$ cat config.mk
export PLATFORM = sky130hd
export DESIGN_NAME = imem_loader_flat
export DESIGN_NICKNAME = d
export VERILOG_FILES = /design/src/rtl/imem_loader_if.sv /design/src/rtl/imem_loader.sv /design/src/flat_wrapper.sv
export SDC_FILE = /design/constraint.sdc
export NUM_CORES = 1
export LEC_CHECK = 0
export CORE_ASPECT_RATIO = 0.8
export CORE_UTILIZATION = 35
export DETAILED_ROUTE_END_ITERATION = 7
export GPL_TIMING_DRIVEN = 0
export HOLD_SLACK_MARGIN = 0.06
export MAX_ROUTING_LAYER = met4
export PLACE_DENSITY = 0.66
export SYNTH_ARGS = -nofsm -noshare
export SYNTH_HDL_FRONTEND = slang
export SYNTH_SLANG_ARGS = --single-unit
$ cat constraint.sdc
create_clock -name clk -period 6.72 [get_ports clk]
set_clock_uncertainty 0.1 [all_clocks]
set_input_delay 2.016 -clock clk [delete_from_list [all_inputs] [get_ports clk]]
set_output_delay 2.016 -clock clk [all_outputs]
set_load 0.1 [all_outputs]
$ cat src/rtl/imem_loader_if.sv
// imem_loader_if: host byte stream, memory write port and status bundle for imem_loader
//   master: host/testbench side (drives start, in_valid, in_data)
//   slave : loader side (drives in_ready, mem_we, mem_addr, mem_wdata, busy, done,
//           error, words_written, cpu_reset)
interface imem_loader_if #(
    parameter int ADDR_WIDTH = 14
);
    logic                  start;
    logic                  in_valid;
    logic [7:0]            in_data;
    logic                  in_ready;
    logic                  mem_we;
    logic [ADDR_WIDTH-1:0] mem_addr;
    logic [31:0]           mem_wdata;
    logic                  busy;
    logic                  done;
    logic                  error;
    logic [ADDR_WIDTH:0]   words_written;
    logic                  cpu_reset;

    modport master (
        output start, in_valid, in_data,
        input  in_ready, mem_we, mem_addr, mem_wdata, busy, done, error, words_written, cpu_reset
    );

    modport slave (
        input  start, in_valid, in_data,
        output in_ready, mem_we, mem_addr, mem_wdata, busy, done, error, words_written, cpu_reset
    );
endinterface

$ cat src/rtl/imem_loader.sv
// imem_loader: assembles a length-prefixed little-endian byte stream into instruction memory words
//   clk, rst : rising-edge clock, asynchronous active-high reset
//   bus      : imem_loader_if.slave
//              start/in_valid/in_data in; in_ready, mem_we/mem_addr/mem_wdata,
//              busy/done/error, words_written, cpu_reset out (all registered)
module imem_loader #(
    parameter int ADDR_WIDTH = 14,
    parameter int BASE_WORD  = 0
) (
    input logic clk,
    input logic rst,
    imem_loader_if.slave bus
);
    typedef enum logic [2:0] {IDLE, HDR, DATA, DONE, ERR} state_t;

    // Largest legal word count: the image must fit between BASE_WORD and the top of memory.
    localparam logic [32:0] LIMIT = (33'd1 << ADDR_WIDTH) - 33'(BASE_WORD);
    localparam logic [ADDR_WIDTH:0] ONE = 1;

    state_t                state_q, state_d;
    logic [1:0]            lane_q, lane_d;
    logic [31:0]           n_q, n_d;
    logic [31:0]           asm_q, asm_d;
    logic [31:0]           wdata_q, wdata_d;
    logic [ADDR_WIDTH-1:0] addr_q, addr_d;
    logic [ADDR_WIDTH:0]   ww_q, ww_d;
    logic                  we_q, we_d;
    logic                  rdy_q, rdy_d;
    logic                  busy_q, busy_d;
    logic                  done_q, done_d;
    logic                  err_q, err_d;
    logic                  cpu_rst_q, cpu_rst_d;
    logic                  take;
    logic                  last;
    logic [31:0]           word;

    always_comb begin
        take      = bus.in_valid && rdy_q;
        last      = lane_q == 2'd3;
        // Bytes shift in from the top so the first byte ends up in bits [7:0].
        word      = {bus.in_data, asm_q[31:8]};
        state_d   = state_q;
        lane_d    = take ? lane_q + 2'd1 : lane_q;
        n_d       = n_q;
        asm_d     = asm_q;
        wdata_d   = wdata_q;
        addr_d    = addr_q;
        ww_d      = ww_q;
        we_d      = 1'b0;
        case (state_q)
            IDLE, DONE, ERR: begin
                if (bus.start) begin
                    state_d = HDR;
                    lane_d  = 2'd0;
                    ww_d    = '0;
                end
            end
            HDR: begin
                if (take) begin
                    n_d = {bus.in_data, n_q[31:8]};
                    // Lane counter wraps to 0 here, so DATA starts on lane 0.
                    if (last)
                        state_d = n_d == 32'd0 ? DONE : {1'b0, n_d} > LIMIT ? ERR : DATA;
                end
            end
            DATA: begin
                if (take) begin
                    asm_d = word;
                    if (last) begin
                        we_d    = 1'b1;
                        wdata_d = word;
                        addr_d  = ADDR_WIDTH'(BASE_WORD) + ww_q[ADDR_WIDTH-1:0];
                        ww_d    = ww_q + ONE;
                        if (32'(ww_d) == n_q)
                            state_d = DONE;
                    end
                end
            end
            default: state_d = IDLE;
        endcase
        rdy_d     = state_d == HDR || state_d == DATA;
        busy_d    = state_d == HDR || state_d == DATA;
        done_d    = state_d == DONE;
        err_d     = state_d == ERR;
        cpu_rst_d = state_d != DONE;
    end

    always_ff @(posedge clk or posedge rst) begin
        if (rst) begin
            state_q   <= IDLE;
            lane_q    <= '0;
            n_q       <= '0;
            asm_q     <= '0;
            wdata_q   <= '0;
            addr_q    <= ADDR_WIDTH'(BASE_WORD);
            ww_q      <= '0;
            we_q      <= 1'b0;
            rdy_q     <= 1'b0;
            busy_q    <= 1'b0;
            done_q    <= 1'b0;
            err_q     <= 1'b0;
            cpu_rst_q <= 1'b1;
        end else begin
            state_q   <= state_d;
            lane_q    <= lane_d;
            n_q       <= n_d;
            asm_q     <= asm_d;
            wdata_q   <= wdata_d;
            addr_q    <= addr_d;
            ww_q      <= ww_d;
            we_q      <= we_d;
            rdy_q     <= rdy_d;
            busy_q    <= busy_d;
            done_q    <= done_d;
            err_q     <= err_d;
            cpu_rst_q <= cpu_rst_d;
        end
    end

    assign bus.in_ready      = rdy_q;
    assign bus.mem_we        = we_q;
    assign bus.mem_addr      = addr_q;
    assign bus.mem_wdata     = wdata_q;
    assign bus.busy          = busy_q;
    assign bus.done          = done_q;
    assign bus.error         = err_q;
    assign bus.words_written = ww_q;
    assign bus.cpu_reset     = cpu_rst_q;
endmodule
$ cat src/flat_wrapper.sv
// flat-port wrapper written by rule: the top's interface ports become plain ports
module imem_loader_flat 
#(
    parameter int ADDR_WIDTH = 14,
    parameter int BASE_WORD  = 0
)
  (clk, rst, bus_start, bus_in_valid, bus_in_data, bus_in_ready, bus_mem_we, bus_mem_addr, bus_mem_wdata, bus_busy, bus_done, bus_error, bus_words_written, bus_cpu_reset);
  imem_loader_if #(.ADDR_WIDTH(ADDR_WIDTH)) bus_i ();
  input logic clk;
  input logic rst;
  input wire logic [$bits(bus_i.start)-1:0] bus_start;
  input wire logic [$bits(bus_i.in_valid)-1:0] bus_in_valid;
  input wire logic [$bits(bus_i.in_data)-1:0] bus_in_data;
  output wire logic [$bits(bus_i.in_ready)-1:0] bus_in_ready;
  output wire logic [$bits(bus_i.mem_we)-1:0] bus_mem_we;
  output wire logic [$bits(bus_i.mem_addr)-1:0] bus_mem_addr;
  output wire logic [$bits(bus_i.mem_wdata)-1:0] bus_mem_wdata;
  output wire logic [$bits(bus_i.busy)-1:0] bus_busy;
  output wire logic [$bits(bus_i.done)-1:0] bus_done;
  output wire logic [$bits(bus_i.error)-1:0] bus_error;
  output wire logic [$bits(bus_i.words_written)-1:0] bus_words_written;
  output wire logic [$bits(bus_i.cpu_reset)-1:0] bus_cpu_reset;
  assign bus_i.start = bus_start;
  assign bus_i.in_valid = bus_in_valid;
  assign bus_i.in_data = bus_in_data;
  assign bus_in_ready = bus_i.in_ready;
  assign bus_mem_we = bus_i.mem_we;
  assign bus_mem_addr = bus_i.mem_addr;
  assign bus_mem_wdata = bus_i.mem_wdata;
  assign bus_busy = bus_i.busy;
  assign bus_done = bus_i.done;
  assign bus_error = bus_i.error;
  assign bus_words_written = bus_i.words_written;
  assign bus_cpu_reset = bus_i.cpu_reset;
  imem_loader #(.ADDR_WIDTH(ADDR_WIDTH), .BASE_WORD(BASE_WORD)) u_core (.clk(clk), .rst(rst), .bus(bus_i));
endmodule
==> out/qor.csv <==
metric,value,unit
Fmax achieved,232,MHz
Num CTS Buffers,17,
Area contributors post-synth,"dfrtp_1, mux2_2, nand2_1",
pwr dens,323,nW/µm²
status,completed,
Cells after DPL,806,
total gr overflow,0,
"EDFF count, synth",0,
synthesized area,5550,µm²
Startpoint Class,register,
post-synthesis net count,531,
fillers,1395,
First-pass DRT Iterations,6,
"Clk Latency, worst-skew pair",0.42,ns
Setup WS post-layout,2.41,ns
Slew HR,31.8,%
cells resized by post-CTS repair,0,
Initial Util,36.3,%
routed len/inst,15.8,µm
routability cong.,0.845,
H-Tree Depth,4,
largest net degree at the start of global routing,105,
routed vias/inst,4.92,
"commonest non-fill, non-tap cell in the layout",nand2_1,
via count,4119,
Max Slew Vio Count,0,
buffers added on ports,78,
post-CTS setup buffers,0,
Die ar.,16400,µm²
DPL Wire Length,9490,µm
"Seq/Total Area, Yosys",57.3,%
maximum VDD drop,0.000197,V
initial antenna violation count,0,
final wirelength,13300,µm
CP top delay family,buffers and inverters,
Max-Cap Viols,0,
fraction of layout cells with a size suffix above 1,16.6,%
Placement Setup Slack,2.26,ns
Core ar.,15300,µm²
Synth Instances,517,
CTS tree,built,
Post-CTS Hold Buffers,0,
Synth top area share,56.9,%
Setup crit end kind,output port,
CP bufs+invs,1,
post-route ant nets,0,
synth warn,0,
Initial DRC Count,268,
CTS root buf,clkbuf_16,
IO Pins,79,
area delta synth->final,29.8,%
async set or reset register ratio after synthesis,100,%
total leakage power,3.30,nW
cell taking the most area after synthesis,dfrtp_1,
Finished Layout Cells,837,
# rows,40,
RSZ-0062 raised after global routing,no,
Final TNS setup,0,ns
die width,143,µm
clk sinks,127,
Avg Synthesized Cell Area,10.7,µm²
Synth Flop Type,dfrtp_1,
Post-route DRC,0,
overall global routing resource usage,18.0,%
clock-pin transition on the worst setup and hold timing paths,0.06,ns
Setup Crit Path Kind,reg -> out,
Critical-path top delay cell,clkdlybuf4s50_1,
"commonest non-fill, non-tap cells in the layout","nand2_1, dfrtp_1, clkdlybuf4s50_1, mux2_2, o21ai_0",
Layout Nets,629,
number of diodes,0,
Critical Path AT,2.20,ns
Tightest Pin Transition,1.02,ns
Final Hold Fails,0,
worst-path maximum fanout,8,
Netlist cell types,53,
Die H,115,µm
WP data required,4.60,ns
Finish-stage setup viols,0,
"Largest stage delay, worst path",1.21,ns
minimum clock period,4.31,ns
Worst Hold Slack,0.369,ns
crit-path cells,clkdlybuf4s50_1,
Final period util,64.2,%
vias in the first global route,4076,
register bit count reported by yosys,127,
Clock Tree Buf Depth,2,
min-delay worst type,reg -> reg,
first-pass GRT wire length,21500,µm
-- layer usage --
metal | wire, µm | vias to the layer above | GRT usage [%]
met5 | 0 | - | -
met3 | 657 | 11 | 3.97
met4 | 131 | 0 | 7.38
met1 | 6230 | 2049 | 23.7
li1 | - | 1957 | -
met2 | 6240 | 102 | 26.8
-- cell type report --
| class | count | area, µm² | share of cell area, % |
|---|---|---|---|
| clock buffer | 19 | 443 | 6.15 |
| clock inverter | 12 | 135 | 1.88 |
| tap | 210 | 263 | 3.65 |
| timing repair buffer | 79 | 808 | 11.2 |
| inverter | 7 | 31.3 | 0.434 |
| sequential | 127 | 3180 | 44.2 |
| buffer | 25 | 106 | 1.48 |
| multi-input combinational | 358 | 2230 | 31.0 |
-- cell families after synthesis --
kind of cell	synth area share, %
compound gates	5.51
flops	57.3
buf+inv	2.39
simple gates	18.4
fa+ha+maj	0.451
mux	11.9
xor+xnor	3.95
-- synthesized netlist by cell type, drive strengths merged, types with 2 or more instances --
library cell,instances
mux2i,2
o22ai,2
a31oi,2
o21ai,25
xnor2,14
or3,6
dfrtp,126
a21oi,6
and2,3
mux2,57
xor2,11
nand3,12
nor4,7
clkbuf,19
nor3,3
o31ai,3
o41ai,2
nand4,6
buf,6
nand2,149
or4,6
ha,2
nand3b,2
nor2,20
inv,6
-- power breakdown --
part,switching (mW),total (mW),internal [mW],leakage (nW)
logic,0.210,0.429,0.219,1.33
registers,0.113,0.993,0.879,1.69
clock network,0.350,0.906,0.556,0.272
total,0.674,2.33,1.65,3.30
-- sequential cells by signal, indices dropped and copies added (netlist names) --
name,flops
u_core.state_q,3
u_core.bus.error,1
u_core.lane_q,2
u_core.bus.mem_we,1
u_core.bus.cpu_reset,1
u_core.bus.in_ready,1
u_core.bus.done,1
u_core.bus.mem_wdata,32
u_core.bus.words_written,15
u_core.asm_q,24
u_core.bus.mem_addr,14
u_core.n_q,32
-- final timing paths --
kind / from / to / slack (ns) / depth (start not counted)
setup / recovery: u_core.bus.words_written[10] / bus_words_written[10] / 2.41 / 1
setup reg to reg: u_core.bus.words_written[0] / u_core.bus.in_ready / 3.45 / 7
max in group asynchronous: rst / u_core.bus.mem_addr[13] / 3.92 / 3
min in group asynchronous: rst / u_core.bus.words_written[1] / 1.83 / 2
hold / removal: u_core.bus.mem_addr[2] / u_core.bus.mem_addr[2] / 0.37 / 2
hold reg to reg: u_core.bus.mem_addr[2] / u_core.bus.mem_addr[2] / 0.37 / 2
-- stage by stage --
step | power (mW) | util (%) | instance area, µm²
after floorplan | 1.31 | - | 5550
after global placement | 1.41 | 43.2 | 6590
after detailed placement | 1.43 | 43.4 | 6620
after CTS | 2.34 | 47.2 | 7200
after global routing | 2.43 | 47.2 | 7200
final | 2.33 | 47.2 | 7200
Power figures use the tool's default switching activity.
